`src/rtl/mux_pkg.sv`:
```
// Shared constants and helpers for the registered N-to-1 multiplexer.
package mux_pkg;

    localparam logic MODE_DIRECT = 1'b0;
    localparam logic MODE_SCAN   = 1'b1;

    localparam int unsigned DEF_WIDTH    = 8;
    localparam int unsigned DEF_CHANNELS = 8;
    localparam int unsigned DEF_DWELL_W  = 4;

    // Channel-index width; never narrower than one bit.
    function automatic int unsigned sel_width(input int unsigned channels);
        return (channels <= 2) ? 1 : $clog2(channels);
    endfunction

endpackage

```
`src/rtl/mux_scan_seq.sv`:
```
// Auto-scan sequencer: steps the channel pointer after DWELL+1 captures per channel.
module mux_scan_seq
    import mux_pkg::*;
#(
    parameter int unsigned CHANNELS = DEF_CHANNELS,
    parameter int unsigned SEL_W    = sel_width(CHANNELS),
    parameter int unsigned DWELL_W  = DEF_DWELL_W
) (
    input  logic               clk,
    input  logic               rst_n,
    input  logic               cap,
    input  logic               mode,
    input  logic [DWELL_W-1:0] dwell,
    output logic [SEL_W-1:0]   scan_ptr
);

    localparam logic [SEL_W-1:0]   LAST_CH = SEL_W'(CHANNELS - 1);
    localparam logic [DWELL_W-1:0] CNT_MAX = '1;

    logic [DWELL_W-1:0] dwell_cnt;
    logic [DWELL_W-1:0] cnt_nxt;
    logic [SEL_W-1:0]   ptr_nxt;

    // Pointer/count registers with synchronous reset.
    always_ff @(posedge clk) begin
        if (!rst_n) begin
            scan_ptr  <= '0;
            dwell_cnt <= '0;
        end else begin
            scan_ptr  <= ptr_nxt;
            dwell_cnt <= cnt_nxt;
        end
    end

    // Direct mode parks the sequencer at channel 0; a count that overshot a
    // lowered DWELL runs to its natural wrap, which also advances the pointer.
    always_comb begin
        ptr_nxt = scan_ptr;
        cnt_nxt = dwell_cnt;
        if (mode == MODE_DIRECT) begin
            ptr_nxt = '0;
            cnt_nxt = '0;
        end else if (cap) begin
            if ((dwell_cnt == dwell) || (dwell_cnt == CNT_MAX)) begin
                cnt_nxt = '0;
                ptr_nxt = (scan_ptr == LAST_CH) ? '0 : scan_ptr + SEL_W'(1);
            end else begin
                cnt_nxt = dwell_cnt + DWELL_W'(1);
            end
        end
    end

endmodule

```
`src/rtl/mux_nto1_seq.sv`:
```
// Registered N-to-1 multiplexer with VALID/READY output and auto-scan mode.
module mux_nto1_seq
    import mux_pkg::*;
#(
    parameter int unsigned WIDTH    = DEF_WIDTH,
    parameter int unsigned CHANNELS = DEF_CHANNELS,
    parameter int unsigned SEL_W    = sel_width(CHANNELS),
    parameter int unsigned DWELL_W  = DEF_DWELL_W
) (
    input  logic                      CLK,
    input  logic                      RSTb,
    input  logic                      ENb,
    input  logic                      MODE,
    input  logic [SEL_W-1:0]          SEL,
    input  logic [DWELL_W-1:0]        DWELL,
    input  logic [CHANNELS*WIDTH-1:0] D,
    input  logic                      READY,
    output logic [WIDTH-1:0]          Y,
    output logic [WIDTH-1:0]          W,
    output logic [SEL_W-1:0]          CH,
    output logic                      VALID,
    output logic                      RANGE_ERR
);

    localparam logic [SEL_W:0] CH_LIM = (SEL_W + 1)'(CHANNELS);

    logic             cap_c;
    logic             oob_c;
    logic [SEL_W-1:0] scan_ptr;
    logic [SEL_W-1:0] ch_c;
    logic [WIDTH-1:0] sel_data_c;

    logic [WIDTH-1:0] y_nxt;
    logic [WIDTH-1:0] w_nxt;
    logic [SEL_W-1:0] ch_nxt;
    logic             valid_nxt;
    logic             rerr_nxt;

    // A new sample is taken when enabled and the output slot is free or draining.
    assign cap_c = !ENb && (!VALID || READY);

    mux_scan_seq #(
        .CHANNELS (CHANNELS),
        .SEL_W    (SEL_W),
        .DWELL_W  (DWELL_W)
    ) u_scan (
        .clk      (CLK),
        .rst_n    (RSTb),
        .cap      (cap_c),
        .mode     (MODE),
        .dwell    (DWELL),
        .scan_ptr (scan_ptr)
    );

    // Channel selection; an out-of-range direct select yields zero data.
    always_comb begin
        ch_c       = (MODE == MODE_SCAN) ? scan_ptr : SEL;
        oob_c      = (MODE == MODE_DIRECT) && ({1'b0, SEL} >= CH_LIM);
        sel_data_c = '0;
        for (int unsigned k = 0; k < CHANNELS; k++) begin
            if (!oob_c && (ch_c == SEL_W'(k))) begin
                sel_data_c = D[k*WIDTH +: WIDTH];
            end
        end
    end

    // Output-stage next state: disable flushes, capture loads, otherwise hold.
    always_comb begin
        y_nxt     = Y;
        w_nxt     = W;
        ch_nxt    = CH;
        valid_nxt = VALID;
        rerr_nxt  = 1'b0;
        if (ENb) begin
            y_nxt     = '0;
            w_nxt     = '1;
            valid_nxt = 1'b0;
        end else if (cap_c) begin
            y_nxt     = sel_data_c;
            w_nxt     = ~sel_data_c;
            ch_nxt    = ch_c;
            valid_nxt = 1'b1;
            rerr_nxt  = oob_c;
        end
    end

    // Output register.
    always_ff @(posedge CLK) begin
        if (!RSTb) begin
            Y         <= '0;
            W         <= '1;
            CH        <= '0;
            VALID     <= 1'b0;
            RANGE_ERR <= 1'b0;
        end else begin
            Y         <= y_nxt;
            W         <= w_nxt;
            CH        <= ch_nxt;
            VALID     <= valid_nxt;
            RANGE_ERR <= rerr_nxt;
        end
    end

endmodule

```
`config.mk`:
```
export PLATFORM = sky130hd
export DESIGN_NAME = mux_nto1_seq
export DESIGN_NICKNAME = d
export VERILOG_FILES = /design/src/rtl/mux_pkg.sv /design/src/rtl/mux_scan_seq.sv /design/src/rtl/mux_nto1_seq.sv
export SDC_FILE = /design/constraint.sdc
export NUM_CORES = 1
export LEC_CHECK = 0
export BUFFER_PORTS_ARGS = -buffer_cell sky130_fd_sc_hd__buf_2
export CORE_MARGIN = 4
export CORE_UTILIZATION = 41
export CTS_BUF_LIST = sky130_fd_sc_hd__clkbuf_8
export DETAILED_ROUTE_END_ITERATION = 7
export GPL_ROUTABILITY_DRIVEN = 0
export PLACE_DENSITY = 0.78
export SLEW_MARGIN = 20
export SYNTH_ARGS = -nofsm -noshare
export SYNTH_HDL_FRONTEND = slang
export SYNTH_SLANG_ARGS = --single-unit
```
`constraint.sdc`:
```
create_clock -name CLK -period 1.99 [get_ports CLK]
set_input_delay 0.398 -clock CLK [delete_from_list [all_inputs] [get_ports CLK]]
set_output_delay 0.398 -clock CLK [all_outputs]
set_load 0.01 [all_outputs]
```
==> results_dict.tcl <==
set metrics [dict create \
    status "finished clean" \
    multiInputGateArea_sq_um 1110 \
    power_frac_seq_pct 46.2 \
    synth_nets 286 \
    cts_tree "yes" \
    drc 0 \
    synth_xor_area_share_pct 3.55 \
    leakage_nw 1.18 \
    ys.warnings.count 0 \
    area_growth_pct 43.4 \
    power_switching_mw 0.365 \
    clock_latency_ns 0.28 \
    netlist_instances 207 \
    utilization_pct 61.5 \
    postCtsHoldBufs 0 \
    clockRootBuffer "clkbuf_8" \
    ys.flop_type "dfxtp_1" \
    synth_top_family_by_area "compound AO/OA/AOI/OAI gates" \
    synth_edf_count 0 \
    htree_levels 1 \
    holdPathStages 2 \
    power_density_nw_per_um2 506 \
    die_h_um 72.9 \
    fmax_ghz 0.529 \
    netSwitchingFraction_pct 29.2 \
    hold_violations 0 \
    place_area_sq_um 2420 \
    num_io_pins 97 \
    diodes 0 \
    grt_pass1_vias 1910 \
    ir_drop_mv 0.272 \
    endpoint_kind "register" \
    num-fill-cells 357 \
    r2r_setup_slack_ns 0.10 \
    tightest_slew_ns 0.552 \
    drt_first_iter_violations 70 \
    ys_types 46 \
    setup_viol 0 \
    num_rows 23 \
    p_clk_share_pct 26.0 \
    first_pass_iters 4 \
    r2r_cells 5 \
    path_max_fanout 5 \
    grt_pass1_wl_mm 8.60 \
    io_buffers 95 \
    period_needed_ns 1.89 \
    fp.dieW_um 72.9 \
    clockBufferDepth 2 \
    slew_viol_final 0 \
    die_area_sq_um 5320 \
    finClkSkew_ns 0.00415 \
    finalCritPeriodShare_pct 94.9 \
    synth-simple-area-share_pct 22.4 \
    drtAntennaViolNets 0 \
    grt_util_all_layers_pct 21.1 \
    synthMuxAreaShare_pct 6.81 \
    grt-ovfl-total 0 \
    cellInternalPower_mw 0.887 \
    start_util_pct 42.9 \
    maxCapViolations 0 \
    numCtsBuffers 3 \
    vias_per_cell 5.46 \
    syn_area_per_cell_sq_um 8.35 \
    hpwl_mm 4.68 \
    rsz0062_at_grt "no" \
    layout.nets 402 \
    post_cts_buffers 0 \
    cts_sinks 27 \
    grt_max_degree 20 \
    ys_seq_area_share_pct 31.3 \
    seqCellArea_sq_um 541 \
    synth.cell_area_sq_um 1730 \
    combPwrFrac_pct 27.8 \
    relSlewSlack_pct 63.1 \
    drive_above_1_share_pct 45.0 \
    avgRoutedWirePerCell_um 15.3 \
    ys_ff_latch 27 \
    start_kind "register" \
    ys_async_sr_fraction_pct 0 \
    synthAdderAreaFrac_pct 2.17 \
    hold_path.class "input pin to register" \
    path_class "register to register" \
    final_cell_area_sq_um 2480 \
    cp.required_ns 2.15 \
    core_sq_um 4030 \
    synth_compound_area_share_pct 28.4 \
    vias 2031 \
    cts_resized 0 \
    arrival_ns 2.05 \
    finalWirelength_mm 5.70 \
    antenna_found_initial 0 \
    cts.reportedPaths.clkPinSlew_ns 0.10 \
]
==> per-stage QoR <==
stage	cells	total power, mW	TNS (ns)	setup WS [ns]	hold WS [ns]
after floorplan	207	0.763	0	0.103	0.475
after global placement	368	0.929	-1.11	-0.128	0.444
after detailed placement	368	0.935	-1.82	-0.182	0.451
after CTS	372	1.26	0	0.0867	0.393
after global routing	372	1.30	0	0.0260	0.404
final	372	1.25	0	0.101	0.395
==> state kept, by name, summed over array words and instances, names as in the netlist <==
name	count
VALID	1
u_scan.scan_ptr	3
Y	8
CH	3
W	8
u_scan.dwell_cnt	4
==> area by class of cell <==
cell class                      instances  share of cell area (%)
Multi-Input combinational cell        161                    44.8
Clock buffer                            3                    1.67
Tap cell                               50                    2.53
Clock inverter                          1                   0.303
Inverter                                6                   0.909
Timing Repair Buffer                  124                    28.0
Sequential cell                        27                    21.8
==> cell families (layout without fill, tap and decap cells) <==
family	after synthesis	after routing
XOR/XNOR	7	7
multiplexers	8	8
flip-flops	27	27
other	1	1
AND/OR/NAND/NOR	78	78
buffers and inverters	19	134
adder cells (fa/ha/maj)	3	3
AO/OA/AOI/OAI	64	64
==> path summary, 6_finish.rpt <==
path,from,endpoint
min,RSTb,CH[0]
min reg2reg,W[1],W[1]
max,u_scan.scan_ptr[1],Y[1]
max reg2reg,u_scan.scan_ptr[1],Y[1]
==> power groups by stage <==
| stage | clock (mW) | sequential (mW) | combinational, mW |
|---|---|---|---|
| 2_1_floorplan | 0 | 0.598 | 0.164 |
| 3_3_place_gp | 0 | 0.590 | 0.339 |
| 3_5_place_dp | 0 | 0.590 | 0.345 |
| 4_1_cts | 0.333 | 0.578 | 0.346 |
| 5_1_grt | 0.346 | 0.580 | 0.379 |
| 6_report | 0.326 | 0.578 | 0.349 |
==> worst max-delay path, stage by stage (launching register included) <==
cell and delay, ns:
dfxtp_1 0.35, and3b_2 0.23, or2_4 0.28, a221o_2 0.39, a311oi_1 0.40, nor3_1 0.12
==> routing by layer <==
layer	GRT usage (%)	part of all wire, %	up-vias
met2	37.5	50	93
met5	0	0	-
met1	23.1	38	927
met4	7.99	2.2	0
li1	-	-	1000
met3	6.75	9.7	11
==> layout by cell type (no fill, tap or decap), types with 3 or more instances in the layout <==
cell	count
o41ai_1	5
nand3b_1	3
buf_4	29
a311oi_1	5
a21boi_0	3
clkbuf_8	3
a21oi_1	10
nand2_1	23
a221o_2	5
o211a_1	5
nor2_1	21
buf_2	95
ha_1	3
nand4_1	3
a211o_1	5
nor3_1	7
nand2b_1	8
xnor2_1	6
dfxtp_1	27
inv_1	5
nand3_1	3
o21ai_0	13
a221oi_1	5
==> cells in the mapped netlist (all sizes together), types with 6 or more instances <==
| cell type | n | share of area (%) |
|---|---|---|
| nand2b | 8 | 2.9 |
| nor3 | 8 | 2.6 |
| dfxtp | 27 | 31 |
| nand2 | 23 | 5.0 |
| o21ai | 13 | 3.8 |
| xnor2 | 6 | 3.0 |
| buf | 10 | 3.3 |
| nor2 | 21 | 4.6 |
| a21oi | 10 | 2.9 |
(Power assumes the default switching activity.)
